<file path="src/rtl/demux_2_sched.sv">
// demux_2_sched: routes whole packets to one of two register-sliced outputs, round-robin or by dest_i
module demux_2_sched #(
    parameter int DATA_WIDTH = 8,
    parameter int CNT_WIDTH  = 16
) (
    input  logic                  clk_i,
    input  logic                  rst_n_i,
    input  logic                  soft_clr_i,
    input  logic                  mode_i,
    input  logic                  dest_i,
    input  logic                  s_valid_i,
    input  logic [DATA_WIDTH-1:0] s_data_i,
    input  logic                  s_last_i,
    output logic                  s_ready_o,
    output logic                  m0_valid_o,
    output logic [DATA_WIDTH-1:0] m0_data_o,
    output logic                  m0_last_o,
    input  logic                  m0_ready_i,
    output logic                  m1_valid_o,
    output logic [DATA_WIDTH-1:0] m1_data_o,
    output logic                  m1_last_o,
    input  logic                  m1_ready_i,
    output logic                  busy_o,
    output logic                  sel_o,
    output logic [CNT_WIDTH-1:0]  pkt_cnt_0_o,
    output logic [CNT_WIDTH-1:0]  pkt_cnt_1_o
);
    typedef enum logic [1:0] {IDLE, ROUTE_0, ROUTE_1} state_t;

    state_t                state_q, state_d;
    logic                  sel_q, sel_d, rr_q, rr_d, mode_q, mode_d;
    logic [CNT_WIDTH-1:0]  cnt0_q, cnt0_d, cnt1_q, cnt1_d;
    logic                  v0_q, v0_d, l0_q, l0_d, v1_q, v1_d, l1_q, l1_d;
    logic [DATA_WIDTH-1:0] d0_q, d0_d, d1_q, d1_d;
    logic                  accept, load0, load1;

    // Packet FSM: pick a target in IDLE (mode latched so mid-packet changes are ignored), count packets on last
    always_comb begin
        s_ready_o = (state_q == ROUTE_0) ? (!v0_q || m0_ready_i) :
                    (state_q == ROUTE_1) ? (!v1_q || m1_ready_i) : 1'b0;
        accept    = s_valid_i && s_ready_o;
        load0     = accept && (state_q == ROUTE_0);
        load1     = accept && (state_q == ROUTE_1);
        state_d   = state_q;
        sel_d     = sel_q;
        rr_d      = rr_q;
        mode_d    = mode_q;
        cnt0_d    = cnt0_q;
        cnt1_d    = cnt1_q;
        if (state_q == IDLE && s_valid_i) begin
            sel_d   = mode_i ? dest_i : rr_q;
            mode_d  = mode_i;
            state_d = sel_d ? ROUTE_1 : ROUTE_0;
        end
        if (accept && s_last_i) begin
            state_d = IDLE;
            rr_d    = mode_q ? rr_q : (state_q == ROUTE_0);
            cnt0_d  = cnt0_q + CNT_WIDTH'(load0);
            cnt1_d  = cnt1_q + CNT_WIDTH'(load1);
        end
        if (soft_clr_i) begin
            state_d = IDLE;
            sel_d   = 1'b0;
            rr_d    = 1'b0;
            mode_d  = 1'b0;
            cnt0_d  = '0;
            cnt1_d  = '0;
        end
    end

    // Output slices drain on their own ready regardless of FSM state; empty slices read as zero
    always_comb begin
        v0_d = load0 || (v0_q && !m0_ready_i);
        d0_d = load0 ? s_data_i : (v0_d ? d0_q : '0);
        l0_d = load0 ? s_last_i : (v0_d && l0_q);
        v1_d = load1 || (v1_q && !m1_ready_i);
        d1_d = load1 ? s_data_i : (v1_d ? d1_q : '0);
        l1_d = load1 ? s_last_i : (v1_d && l1_q);
        if (soft_clr_i) begin
            v0_d = 1'b0;
            d0_d = '0;
            l0_d = 1'b0;
            v1_d = 1'b0;
            d1_d = '0;
            l1_d = 1'b0;
        end
    end

    // State and slice registers
    always_ff @(posedge clk_i or negedge rst_n_i) begin
        if (!rst_n_i) begin
            state_q <= IDLE;
            sel_q   <= 1'b0;
            rr_q    <= 1'b0;
            mode_q  <= 1'b0;
            cnt0_q  <= '0;
            cnt1_q  <= '0;
            v0_q    <= 1'b0;
            d0_q    <= '0;
            l0_q    <= 1'b0;
            v1_q    <= 1'b0;
            d1_q    <= '0;
            l1_q    <= 1'b0;
        end else begin
            state_q <= state_d;
            sel_q   <= sel_d;
            rr_q    <= rr_d;
            mode_q  <= mode_d;
            cnt0_q  <= cnt0_d;
            cnt1_q  <= cnt1_d;
            v0_q    <= v0_d;
            d0_q    <= d0_d;
            l0_q    <= l0_d;
            v1_q    <= v1_d;
            d1_q    <= d1_d;
            l1_q    <= l1_d;
        end
    end

    assign m0_valid_o  = v0_q;
    assign m0_data_o   = d0_q;
    assign m0_last_o   = l0_q;
    assign m1_valid_o  = v1_q;
    assign m1_data_o   = d1_q;
    assign m1_last_o   = l1_q;
    assign busy_o      = (state_q != IDLE);
    assign sel_o       = sel_q;
    assign pkt_cnt_0_o = cnt0_q;
    assign pkt_cnt_1_o = cnt1_q;
endmodule
</file>
<file path="config.mk">
export PLATFORM = sky130hd
export DESIGN_NAME = demux_2_sched
export DESIGN_NICKNAME = d
export VERILOG_FILES = /design/src/rtl/demux_2_sched.sv
export SDC_FILE = /design/constraint.sdc
export NUM_CORES = 1
export LEC_CHECK = 0
export BUFFER_PORTS_ARGS = -buffer_cell sky130_fd_sc_hd__clkbuf_2
export CORE_MARGIN = 1
export CORE_UTILIZATION = 50
export CTS_BUF_LIST = sky130_fd_sc_hd__clkbuf_8 sky130_fd_sc_hd__clkbuf_16
export CTS_CLUSTER_DIAMETER = 60
export DETAILED_ROUTE_END_ITERATION = 6
export PLACE_DENSITY = 0.78
export SLEW_MARGIN = 5
export SYNTH_ARGS = -nofsm -noshare
export SYNTH_HDL_FRONTEND = slang
export SYNTH_SLANG_ARGS = --single-unit
</file>
<file path="constraint.sdc">
create_clock -name clk_i -period 4.1 [get_ports clk_i]
set_input_delay 0.41 -clock clk_i [delete_from_list [all_inputs] [get_ports clk_i]]
set_output_delay 0.41 -clock clk_i [all_outputs]
set_load 0.005 [all_outputs]
</file>
## Word-level counts from Yosys, hierarchy flattened

Index checks and enable logic that the tools add are counted.

| word-level totals | value |
|---|---|
| register bits | 57 |

| operators by class | value |
|---|---|
| $add $sub $neg | 2 |
| equality and inequality tests | 5 |
| muxes and demuxes | 30 |
| reduce and logical (&&, ||, !) cells | 23 |

Operators by type and width:

| operator | count |
|---|---|
| two-way mux 16 bit | 4 |
| two-way mux 8 bit | 6 |
| adder 16 x 1 -> 16 bit | 2 |
| two-way mux 1 bit | 16 |
| logical AND 1 bit | 9 |
| two-way mux 2 bit | 4 |
| inequality test 3 bit, second input constant | 2 |
| nonzero test 2 bit | 3 |
| logical NOT 1 bit | 4 |
| logical OR 1 bit | 4 |
| nonzero test 3 bit | 1 |
| == test 2 x 1 -> 1 bit, second input constant | 1 |
| == test 2 bit, second input constant | 1 |
| logical NOT 2 bit | 1 |
| inequality test 2 bit, second input constant | 1 |
| AND reduction 2 bit | 1 |

## Longest topological paths before layout

Gate-level depths: netlist of the first run.

| logic depth | value |
|---|---|
| depth after elaboration | 10 |
| depth in mapped cells | 9 |

## Worst setup path before layout of the first run

OpenSTA, ideal clock, no wires.

| timing | value |
|---|---|
| path kind | register to register |
| from | reg state_q[0] |
| to | reg cnt1_q[15], in the netlist pkt_cnt_1_o[15] |
| library setup time | 0.128 ns |
| arrival time | 2.509 ns |
| slack | 1.463 ns |
| cell stages (with the launch flop) | 10 |
| path buffers | 2 |
| period minus slack after synthesis | 2.637 ns |
| path through | dfrtp_1 -> nand2b_1 -> nor3b_1 -> clkbuf_1 -> ha_1 -> nand3_1 -> or3_1 -> buf_2 -> nor4_1 -> mux2_1 |

| on the way | value |
|---|---|
| longest elaborated chain between the ends | 8 |
| elaborated cells on any way between the ends | 11 |
| those cells by class | add/sub: 1; eq/ne: 2; mux: 4; reduce/logical: 4 |

RTL lines:

| element | line | source |
|---|---|---|
| start: declaration | 30 | `state_t state_q, state_d;` |
| start signal: assignment | 105 | `state_q <= state_d;` |
| == test 2 bit | 40, 43 |  |
| two-way mux 1 bit | 40 | `(state_q == ROUTE_1) ? (!v1_q \|\| m1_ready_i) : 1'b0;` |
| two-way mux 1 bit | 39 | `s_ready_o = (state_q == ROUTE_0) ? (!v0_q \|\| m0_ready_i) :` |
| logical AND 1 bit | 41 | `accept = s_valid_i && s_ready_o;` |
| logical AND 1 bit | 43 | `load1 = accept && (state_q == ROUTE_1);` |
| adder 16 x 1 -> 16 bit | 59 | `cnt1_d = cnt1_q + CNT_WIDTH'(load1);` |
| two-way mux 16 bit | 55 | `if (accept && s_last_i) begin` |
| two-way mux 16 bit | 61 | `if (soft_clr_i) begin` |
| end signal: assignment | 110 | `cnt1_q <= cnt1_d;` |
| end: declaration | 32 | `logic [CNT_WIDTH-1:0] cnt0_q, cnt0_d, cnt1_q, cnt1_d;` |

Several ways; a longest one is shown, not always the timed one. The select of a mux whose other input is x is not followed.
A chain may end at the register's enable or synchronous reset.

## Worst setup path after layout of the first run

| timing | value |
|---|---|
| from | reg v1_q, in the netlist m1_valid_o |
| to | out s_ready_o |

| on the way | value |
|---|---|
| longest elaborated chain between the ends | 4 |

RTL lines:

| element | line | source |
|---|---|---|
| start: declaration | 33 | `logic v0_q, v0_d, l0_q, l0_d, v1_q, v1_d, l1_q, l1_d;` |
| start signal: assignment | 114 | `v1_q <= v1_d;` |
| logical NOT 1 bit | 40 |  |
| logical OR 1 bit | 40 |  |
| two-way mux 1 bit | 40 |  |
| two-way mux 1 bit | 39 |  |
| end: declaration | 14 | `output logic s_ready_o,` |

No other way between the ends.

==> results of run 1 <==
==> stage by stage <==
step                total power [mW]  utilization, %
CTS                             1.28            63.3
finish                          1.27            63.3
detailed placement             0.679            59.1
floorplan                      0.636               -
global placement               0.678            59.1
global route                    1.31            63.3
==> final cells by class <==
type | count | area, sq um
Clock buffer | 11 | 151
Clock inverter | 5 | 77.6
Fill cell | 462 | 2020
Inverter | 6 | 22.5
Multi-Input combinational cell | 209 | 1310
Sequential cell | 57 | 1430
Tap cell | 72 | 90.1
Timing Repair Buffer | 78 | 408
==> cell families (layout without fill, tap and decap cells) <==
logic type | count (synthesis) | after routing
mux | 8 | 8
buf+inv | 29 | 100
compound gates | 75 | 75
flops | 57 | 57
simple gates | 122 | 122
fa+ha+maj | 4 | 4
==> worst max-delay path, delay by kind of cell (launching register included) <==
family                 cells  cell delay, ps
flip-flops                 1             340
AO/OA/AOI/OAI              1             540
buffers and inverters      3             490
AND/OR/NAND/NOR            1             690
==> worst min-delay path by stage <==
stage	start	endpoint	slack, ps	cells past startpoint
finish	rst_n_i	pkt_cnt_0_o[1]$_DFFE_PN0P_	200	2
CTS	rst_n_i	pkt_cnt_0_o[1]$_DFFE_PN0P_	240	2
floorplan	rst_n_i	m0_data_o[0]$_DFFE_PN0P_	110	0
detailed placement	sel_o$_DFFE_PN0P_	sel_o$_DFFE_PN0P_	510	2
global placement	sel_o$_DFFE_PN0P_	sel_o$_DFFE_PN0P_	500	2
global route	rst_n_i	pkt_cnt_0_o[1]$_DFFE_PN0P_	280	2
==> power groups by stage <==
stage	clock network (mW)	registers (mW)	logic [mW]
floorplan	0	0.583	0.0526
global placement	0	0.584	0.0941
detailed placement	0	0.584	0.0953
CTS	0.610	0.573	0.0957
global route	0.634	0.574	0.107
finish	0.601	0.574	0.0945
==> placed cells by master (no fill, tap or decap), types with 2 or more instances in the layout <==
master,n
sky130_fd_sc_hd__clkbuf_2,71
sky130_fd_sc_hd__dfrtp_1,57
sky130_fd_sc_hd__nor2_1,34
sky130_fd_sc_hd__a21oi_1,27
sky130_fd_sc_hd__or4_1,19
sky130_fd_sc_hd__a22oi_1,18
sky130_fd_sc_hd__o31ai_1,18
sky130_fd_sc_hd__nand3_1,13
sky130_fd_sc_hd__clkbuf_8,11
sky130_fd_sc_hd__nand2_1,10
sky130_fd_sc_hd__nor2b_1,8
sky130_fd_sc_hd__nand4_1,8
sky130_fd_sc_hd__buf_4,7
sky130_fd_sc_hd__o21ai_1,6
sky130_fd_sc_hd__mux2_1,6
sky130_fd_sc_hd__or3_1,6
sky130_fd_sc_hd__inv_1,5
sky130_fd_sc_hd__and4_1,5
sky130_fd_sc_hd__nor3_1,4
sky130_fd_sc_hd__nor4_1,4
sky130_fd_sc_hd__ha_1,4
sky130_fd_sc_hd__nand2b_1,2
sky130_fd_sc_hd__nor3b_1,2
sky130_fd_sc_hd__mux2i_1,2
sky130_fd_sc_hd__o41ai_1,2
sky130_fd_sc_hd__bufinv_16,2
sky130_fd_sc_hd__clkinv_2,2
==> sequential cells by signal, indices dropped and copies added, names as in the netlist, 2 cells and up <==
signal and cells:
pkt_cnt_0_o 16, pkt_cnt_1_o 16, m0_data_o 8, m1_data_o 8, state_q 2
==> layer usage <==
layer | GRT usage [%] | vias to the layer above | share of wire [%]
met5 | 0 | - | 0
met4 | 10.0 | 0 | 1.7
met3 | 5.18 | 11 | 4.7
met2 | 36.9 | 70 | 48
met1 | 31.4 | 1244 | 45
li1 | - | 1241 | -
==> flow_summary.yaml, run 1 <==
logic_synthesis:
  netlist.area_leader.share_pct: 50.2
  syn-mean-instance-area_sq_um: 9.63
  postSynth.asyncResetShare_pct: 100
  synth_top_family_by_area: "simple AND/OR/NAND/NOR gates"
  synthTopCellsByArea: "sky130_fd_sc_hd__dfrtp_1 (50%), sky130_fd_sc_hd__or4_1 (5.0%), sky130_fd_sc_hd__a21oi_1 (4.8%), sky130_fd_sc_hd__a22oi_1 (4.8%), sky130_fd_sc_hd__o31ai_1 (4.8%)"
  ys_seq_area_share_pct: 50.2
  ys_dominant_reg_cell: "sky130_fd_sc_hd__dfrtp_1"
  synthSimpleGateAreaFrac_pct: 23.9
  synth_enable_flop_cells: 0
  yosysWarningCount: 0
  synth_top_cells_by_count: "sky130_fd_sc_hd__dfrtp_1 (57), sky130_fd_sc_hd__nor2_1 (34), sky130_fd_sc_hd__a21oi_1 (27), sky130_fd_sc_hd__or4_1 (19)"
  synth_cell_types: 37
  synth.mux.area_fraction_pct: 3.08
  synthXorXnorAreaFrac_pct: 0
  synth_top_area_cell: "sky130_fd_sc_hd__dfrtp_1"
  syn-num-nets: 316
  synth-compound-area-share_pct: 17.1
  synth_most_common_cell: "sky130_fd_sc_hd__dfrtp_1"
  synth_seq_cells: 57
  yosys.area_share.adder_pct: 1.76
  postSynthCellCount: 295
  mappedNetlistArea_sq_um: 2840
cts:
  worst_skew_late_latency_ps: 340
  htreeDepth: 3
  ctsRootBufferMaster: "sky130_fd_sc_hd__clkbuf_8"
  cts.clk_slew.worst_paths_ps: 70
  ctsResizeCount: 0
  cts.repair_timing.setup_buffer_count: 0
  cts.hold.buffers_added: 0
  cts_tree: "yes"
  clock_path_buffers: 2
  cts-buffers-inserted: 9
  cts.sinks: 57
place:
  finalWeightedCongestion: 0.805
  dpl_cell_area_sq_um: 3250
  dpl.cell_count: 422
  dp_slack_ps: 1330
  portBuffers: 71
  half_perimeter_wire_length_of_the_detailed_placement_result_mm: 4.30
global_route:
  global_route.usage.total_pct: 23.5
  grt_antenna_before_repair: 0
  grt_pass1_vias: 2349
  grt_start_max_net_pins: 58
  grt-ovfl-total: 0
  wire_length_of_the_first_global_routing_pass_mm: 11.1
pwr:
  seqPwrFrac_pct: 45.2
  p_sw_uw: 299
  static-leakage-power_nw: 1.58
  internal_power_uw: 970
  comb_power_share_pct: 7.4
  p_per_area_nw_per_um2: 364
  switching_share_pct: 23.6
  worst_ir_drop_vdd_uv: 226
  power.clock.fraction_pct: 47.4
route:
  firstDrtPassIters: 5
  detailedRoute.firstIterationViolations: 149
  route.final.wire_length_mm: 6.50
  wl_per_cell_um: 14.8
  ant_nets: 0
  route.detailed.drc: 0
  via_per_inst: 5.86
  via_count: 2566
final_layout:
  nNetsFinal: 382
  n_antenna_cell: 0
  finish.instance_area_sq_um: 3480
  flow.area_growth_from_synthesis_pct: 22.6
  layout-drive-gt1-share_pct: 26.8
  post_layout_nonfiller_instances: 438
timing:
  setup_repair_after_global_routing_missed_its_margin: "false"
  max_freq_mhz: 356
  period_minus_slack_ps: 2810
  final_hold_viol_count: 0
  relSlewSlack_pct: 43.0
  worst_pin_slew_ps: 853
  timing_max_transition_violations_final: 0
  final_critical_path_setup_slack_ps: 1290
  timing.hold.ws_ps: 196
  worst_clock_skew_ps: 8.42
  tcrit_tclk_final_pct: 68.4
  endpoints_failing_setup: 0
  setup_total_negative_slack_ps: 0
die:
  die_width_um: 77.4
  dieArea_sq_um: 5990
  core-area_sq_um: 5510
  overall_die_height_um: 77.4
  placementRows: 27
  floorplan.initialDensity_pct: 51.6
  ios: 72
job:
  max-cap-violations: 0
setup_path:
  timing.critical_path.slowest_stage_cell: "sky130_fd_sc_hd__nor2b_1"
  critPathMaxFanout: 16
  reg2regPathDepth: 7
  crit_path_end: "s_ready_o"
  critPathCaptureType: "output port"
  setup.worst_path.class: "reg -> out"
  critical_path.startpoint_type: "register"
  crit_path_cell_trace: "nor2b_1, o22a_1, buf_4, inv_2, clkbuf_2"
  worst_setup_path_startpoint: "m1_valid_o$_DFF_PN0_"
  crit_required_ps: 3690
  reg2reg_setup_slack_ps: 1380
  rr_startpoint: "m1_valid_o$_DFF_PN0_"
  worst_ep_arrival_time_ps: 2400
  reg2reg_to: "pkt_cnt_1_o[15]$_DFFE_PN0P_"
  cpPeakStageDelay_ps: 690
hold_path:
  hold_path.class: "in -> async"
run_status:
  result_of_the_run: "complete, no violations"
No activity file was read; power rests on OpenSTA's default activity.
==> inputs of run 2 (changes only) <==
clock period = 2.8 ns   (was 4.1 ns; I/O delays follow)
==> flow_summary.yaml, run 2 (synthesis gave the netlist of run 1 again) <==
run_status:
  result_of_the_run: "complete, no violations"
pwr:
  p_per_area_nw_per_um2: 550
  comb_power_share_pct: 7.4
  switching_share_pct: 23.2
  internal_power_mw: 1.49
  power.clock.fraction_pct: 49.2
  worst_ir_drop_vdd_uv: 283
  p_sw_uw: 450
  seqPwrFrac_pct: 43.3
  static-leakage-power_nw: 1.60
route:
  firstDrtPassIters: 4
  via_count: 2591
  detailedRoute.firstIterationViolations: 120
  ant_nets: 0
  route.final.wire_length_mm: 6.70
  route.detailed.drc: 0
  via_per_inst: 5.90
  wl_per_cell_um: 15.3
setup_path:
  worst_ep_arrival_time_ps: 2690
  reg2regPathDepth: 7
  setup.worst_path.class: "reg -> reg"
  critical_path.startpoint_type: "register"
  reg2reg_to: "pkt_cnt_1_o[15]$_DFFE_PN0P_"
  rr_startpoint: "state_q[0]$_DFFE_PN0P_"
  critPathMaxFanout: 9
  critPathCaptureType: "register"
  reg2reg_setup_slack_ps: 330
  crit_required_ps: 3020
timing:
  timing_max_transition_violations_final: 0
  final_hold_viol_count: 0
  endpoints_failing_setup: 0
  period_minus_slack_ps: 2470
  max_freq_mhz: 405
  setup_repair_after_global_routing_missed_its_margin: "false"
  worst_clock_skew_ps: 7.21
  worst_pin_slew_ps: 794
  relSlewSlack_pct: 47.1
  timing.hold.ws_ps: 0.0614
  setup_total_negative_slack_ps: 0
  tcrit_tclk_final_pct: 88.2
place:
  finalWeightedCongestion: 0.826
  half_perimeter_wire_length_of_the_detailed_placement_result_mm: 4.50
  portBuffers: 71
die:
  placementRows: 27
  core-area_sq_um: 5510
  die_width_um: 77.4
  dieArea_sq_um: 5990
  floorplan.initialDensity_pct: 51.6
  ios: 72
  overall_die_height_um: 77.4
global_route:
  grt_antenna_before_repair: 0
  grt_pass1_vias: 2371
  wire_length_of_the_first_global_routing_pass_mm: 11.0
  grt-ovfl-total: 0
  grt_start_max_net_pins: 58
  global_route.usage.total_pct: 23.5
final_layout:
  mostFrequentLayoutCell: "sky130_fd_sc_hd__clkbuf_2"
  nNetsFinal: 383
  flow.area_growth_from_synthesis_pct: 24.0
  most-common-layout-cells: "sky130_fd_sc_hd__clkbuf_2 (71), sky130_fd_sc_hd__dfrtp_1 (57), sky130_fd_sc_hd__nor2_1 (34)"
  layout-drive-gt1-share_pct: 27.2
  n_antenna_cell: 0
cts:
  worst_skew_late_latency_ps: 340
  htreeDepth: 3
  ctsRootBufferMaster: "sky130_fd_sc_hd__clkbuf_8"
  clock_path_buffers: 2
  cts.hold.buffers_added: 0
  cts-buffers-inserted: 9
  cts.sinks: 57
  cts_tree: "yes"
  cts.clk_slew.worst_paths_ps: 70
hold_path:
  hold_path.class: "in -> async"
job:
  max-cap-violations: 0
run 2: metal layers:
metal,wire length [um],part of all wire [%],track usage [%],up-vias
li1,-,-,-,1252
met1,3090,46,30.7,1263
met2,3240,48,37.7,62
met3,240,3.6,4.12,14
met4,135,2.0,11.5,0
met5,0,0,0,-
run 2: worst max-delay path by stage:
stage	start	to	slack, ps	cells past startpoint
after floorplan	state_q[0]$_DFFE_PN0P_	pkt_cnt_1_o[15]$_DFFE_PN0P_	160	9
after global placement	state_q[0]$_DFFE_PN0P_	pkt_cnt_1_o[15]$_DFFE_PN0P_	290	7
after detailed placement	state_q[0]$_DFFE_PN0P_	pkt_cnt_1_o[15]$_DFFE_PN0P_	190	7
after CTS	state_q[0]$_DFFE_PN0P_	pkt_cnt_1_o[15]$_DFFE_PN0P_	180	7
after global routing	state_q[0]$_DFFE_PN0P_	pkt_cnt_1_o[15]$_DFFE_PN0P_	110	7
final	state_q[0]$_DFFE_PN0P_	pkt_cnt_1_o[15]$_DFFE_PN0P_	330	7
run 2: per-stage QoR:
stage	util [%]	instances	setup slack, ps	power (mW)	area [sq um]
finish	64.0	439	331	1.94	3520
detailed placement	59.5	423	195	1.00	3270
CTS	63.9	439	181	1.96	3520
global placement	59.5	423	293	0.998	3270
floorplan	-	295	163	0.931	2840
global route	64.0	439	109	2.00	3520
run 2: power groups by stage:
stage                     Sequential (mW)  Clock, mW  Combinational [mW]
after floorplan                     0.854          0              0.0771
final                               0.839      0.954               0.144
after global routing                0.840       1.00               0.162
after CTS                           0.839      0.971               0.146
after detailed placement            0.855          0               0.146
after global placement              0.854          0               0.143
run 2: area by class of cell:
cell class                 instances  area (sq um)
fill                             454          1980
sequential                        57          1430
multi-input combinational        209          1310
timing repair buffer              79           428
clock buffer                      10           138
clock inverter                     6           105
tap                               72          90.1
inverter                           6          22.5
run 2: repair_timing:
action / 4_1_cts / 5_1_grt
resized for setup: 0 / 1
endpoints found under the setup margin: 0 / 1
buffers inserted: 0 / 0
endpoints found under the hold margin: 0 / 0
run 2: critical path, cell delays in order, from the launching register on:
cell and delay [ps]:
sky130_fd_sc_hd__dfrtp_1 410, sky130_fd_sc_hd__nand2b_1 190, sky130_fd_sc_hd__nor3b_2 250, sky130_fd_sc_hd__ha_1 240, sky130_fd_sc_hd__nand3_1 120, sky130_fd_sc_hd__or3_1 480
sky130_fd_sc_hd__nor4_1 320, sky130_fd_sc_hd__mux2_1 350
==> inputs of run 3 (changes only) <==
PLACE_DENSITY = 0.75   (was 0.78)
==> flow_summary.yaml, run 3 (synthesis gave the netlist of run 1 again) <==
run_status:
  result_of_the_run: "complete, no violations"
die:
  placementRows: 27
  core-area_sq_um: 5510
  die_width_um: 77.4
  dieArea_sq_um: 5990
  ios: 72
  overall_die_height_um: 77.4
  floorplan.initialDensity_pct: 51.6
cts:
  cts_tree: "yes"
  cts.clk_slew.worst_paths_ps: 70
  ctsRootBufferMaster: "sky130_fd_sc_hd__clkbuf_8"
  clock_path_buffers: 2
  cts.sinks: 57
  cts-buffers-inserted: 9
  worst_skew_late_latency_ps: 340
  htreeDepth: 3
  cts.hold.buffers_added: 0
timing:
  final_critical_path_setup_slack_ps: 262
  relSlewSlack_pct: 44.7
  endpoints_failing_setup: 0
  worst_clock_skew_ps: 5.21
  setup_total_negative_slack_ps: 0
  timing_max_transition_violations_final: 0
  final_hold_viol_count: 0
  tcrit_tclk_final_pct: 90.6
  max_freq_mhz: 394
  setup_repair_after_global_routing_missed_its_margin: "false"
  worst_pin_slew_ps: 829
  period_minus_slack_ps: 2540
final_layout:
  n_antenna_cell: 0
  layout-drive-gt1-share_pct: 27.4
  nNetsFinal: 384
  mostFrequentLayoutCell: "sky130_fd_sc_hd__clkbuf_2"
  fill_cells: 467
  flow.area_growth_from_synthesis_pct: 24.1
  finish.instance_area_sq_um: 3530
  most-common-layout-cells: "sky130_fd_sc_hd__clkbuf_2 (71), sky130_fd_sc_hd__dfrtp_1 (57), sky130_fd_sc_hd__nor2_1 (34)"
setup_path:
  reg2regPathDepth: 7
  critPathMaxFanout: 9
  worst_ep_arrival_time_ps: 2760
  critPathCaptureType: "register"
  reg2reg_to: "pkt_cnt_1_o[15]$_DFFE_PN0P_"
  crit_required_ps: 3030
  rr_startpoint: "state_q[0]$_DFFE_PN0P_"
  setup.worst_path.class: "reg -> reg"
  critical_path.startpoint_type: "register"
  reg2reg_setup_slack_ps: 260
route:
  via_count: 2545
  route.detailed.drc: 0
  via_per_inst: 5.78
  detailedRoute.firstIterationViolations: 146
  firstDrtPassIters: 4
  ant_nets: 0
  route.final.wire_length_mm: 6.79
  wl_per_cell_um: 15.4
global_route:
  grt_util_met1_pct: 33.6
  met3_usage_pct: 5.06
  grt_antenna_before_repair: 0
  grt_max_usage_layer: "met2"
  wire_length_of_the_first_global_routing_pass_mm: 11.2
  grt-ovfl-total: 0
  grt_start_max_net_pins: 58
  global_route.usage.total_pct: 24.0
  met2_usage_pct: 36.3
  grt_pass1_vias: 2323
job:
  max-cap-violations: 0
place:
  dpl_cell_area_sq_um: 3280
  finalWeightedCongestion: 0.751
  half_perimeter_wire_length_of_the_detailed_placement_result_mm: 4.37
  dp_slack_ps: 201
  portBuffers: 71
pwr:
  p_per_area_nw_per_um2: 536
  worst_ir_drop_vdd_uv: 330
  static-leakage-power_nw: 1.60
hold_path:
  hold_path.class: "in -> async"
run 3: cell types whose count changed in the layout (fill, tap and decap cells not counted):
cell and change:
sky130_fd_sc_hd__bufinv_16 -1, sky130_fd_sc_hd__buf_4 +1, sky130_fd_sc_hd__clkinv_2 -2, sky130_fd_sc_hd__clkbuf_8 +2, sky130_fd_sc_hd__clkinv_4 +1
run 3: per-layer routing:
| layer | share of wire (%) | vias up |
|---|---|---|
| met1 | 47 | 1220 |
| met2 | 47 | 66 |
| met5 | 0 | - |
| met4 | 2.1 | 0 |
| met3 | 4.1 | 13 |
| li1 | - | 1246 |
run 3: cell type report:
class | count | area [sq um] | share of cell area, %
inverter | 6 | 22.5 | 0.639
sequential | 57 | 1430 | 40.5
timing repair buffer | 80 | 435 | 12.3
clock inverter | 4 | 73.8 | 2.09
tap | 72 | 90.1 | 2.56
clock buffer | 12 | 165 | 4.68
multi-input combinational | 209 | 1310 | 37.2
run 3: worst max path at each step:
stage,startpoint,endpoint,slack [ps]
floorplan,state_q[0]$_DFFE_PN0P_,pkt_cnt_1_o[15]$_DFFE_PN0P_,160
global placement,state_q[0]$_DFFE_PN0P_,pkt_cnt_1_o[15]$_DFFE_PN0P_,290
detailed placement,state_q[0]$_DFFE_PN0P_,pkt_cnt_1_o[15]$_DFFE_PN0P_,200
CTS,state_q[0]$_DFFE_PN0P_,pkt_cnt_1_o[15]$_DFFE_PN0P_,150
global route,state_q[0]$_DFFE_PN0P_,pkt_cnt_1_o[15]$_DFFE_PN0P_,130
finish,state_q[0]$_DFFE_PN0P_,pkt_cnt_1_o[15]$_DFFE_PN0P_,260
run 3: power by group:
part	total, mW	switching (mW)	internal [mW]
clock	0.906	0.332	0.574
combinational	0.146	0.100	0.0455
sequential	0.840	0.00742	0.833
total	1.89	0.440	1.45
run 3: stage by stage:
step,power [mW],hold slack [ps],cells,utilization [%]
after global placement,0.999,474,424,59.6
after CTS,1.91,114,440,63.9
after global routing,1.96,152,440,64.0
final,1.89,70.8,440,64.0
after detailed placement,1.00,477,424,59.6
after floorplan,0.931,-15.6,295,-
run 3: critical path, cell delays in order (launching register included):
cell	delay, ps
sky130_fd_sc_hd__dfrtp_1	430
sky130_fd_sc_hd__nand2b_1	220
sky130_fd_sc_hd__nor3b_2	260
sky130_fd_sc_hd__ha_1	240
sky130_fd_sc_hd__nand3_1	120
sky130_fd_sc_hd__or3_1	490
sky130_fd_sc_hd__nor4_1	320
sky130_fd_sc_hd__mux2_1	350
run 3: timing repair:
| action | 4_1_cts | 5_1_grt |
|---|---|---|
| endpoints found under the hold margin | 0 | 0 |
| buffers inserted | 0 | 0 |
| endpoints found under the setup margin | 0 | 3 |
| resized for setup | 0 | 1 |
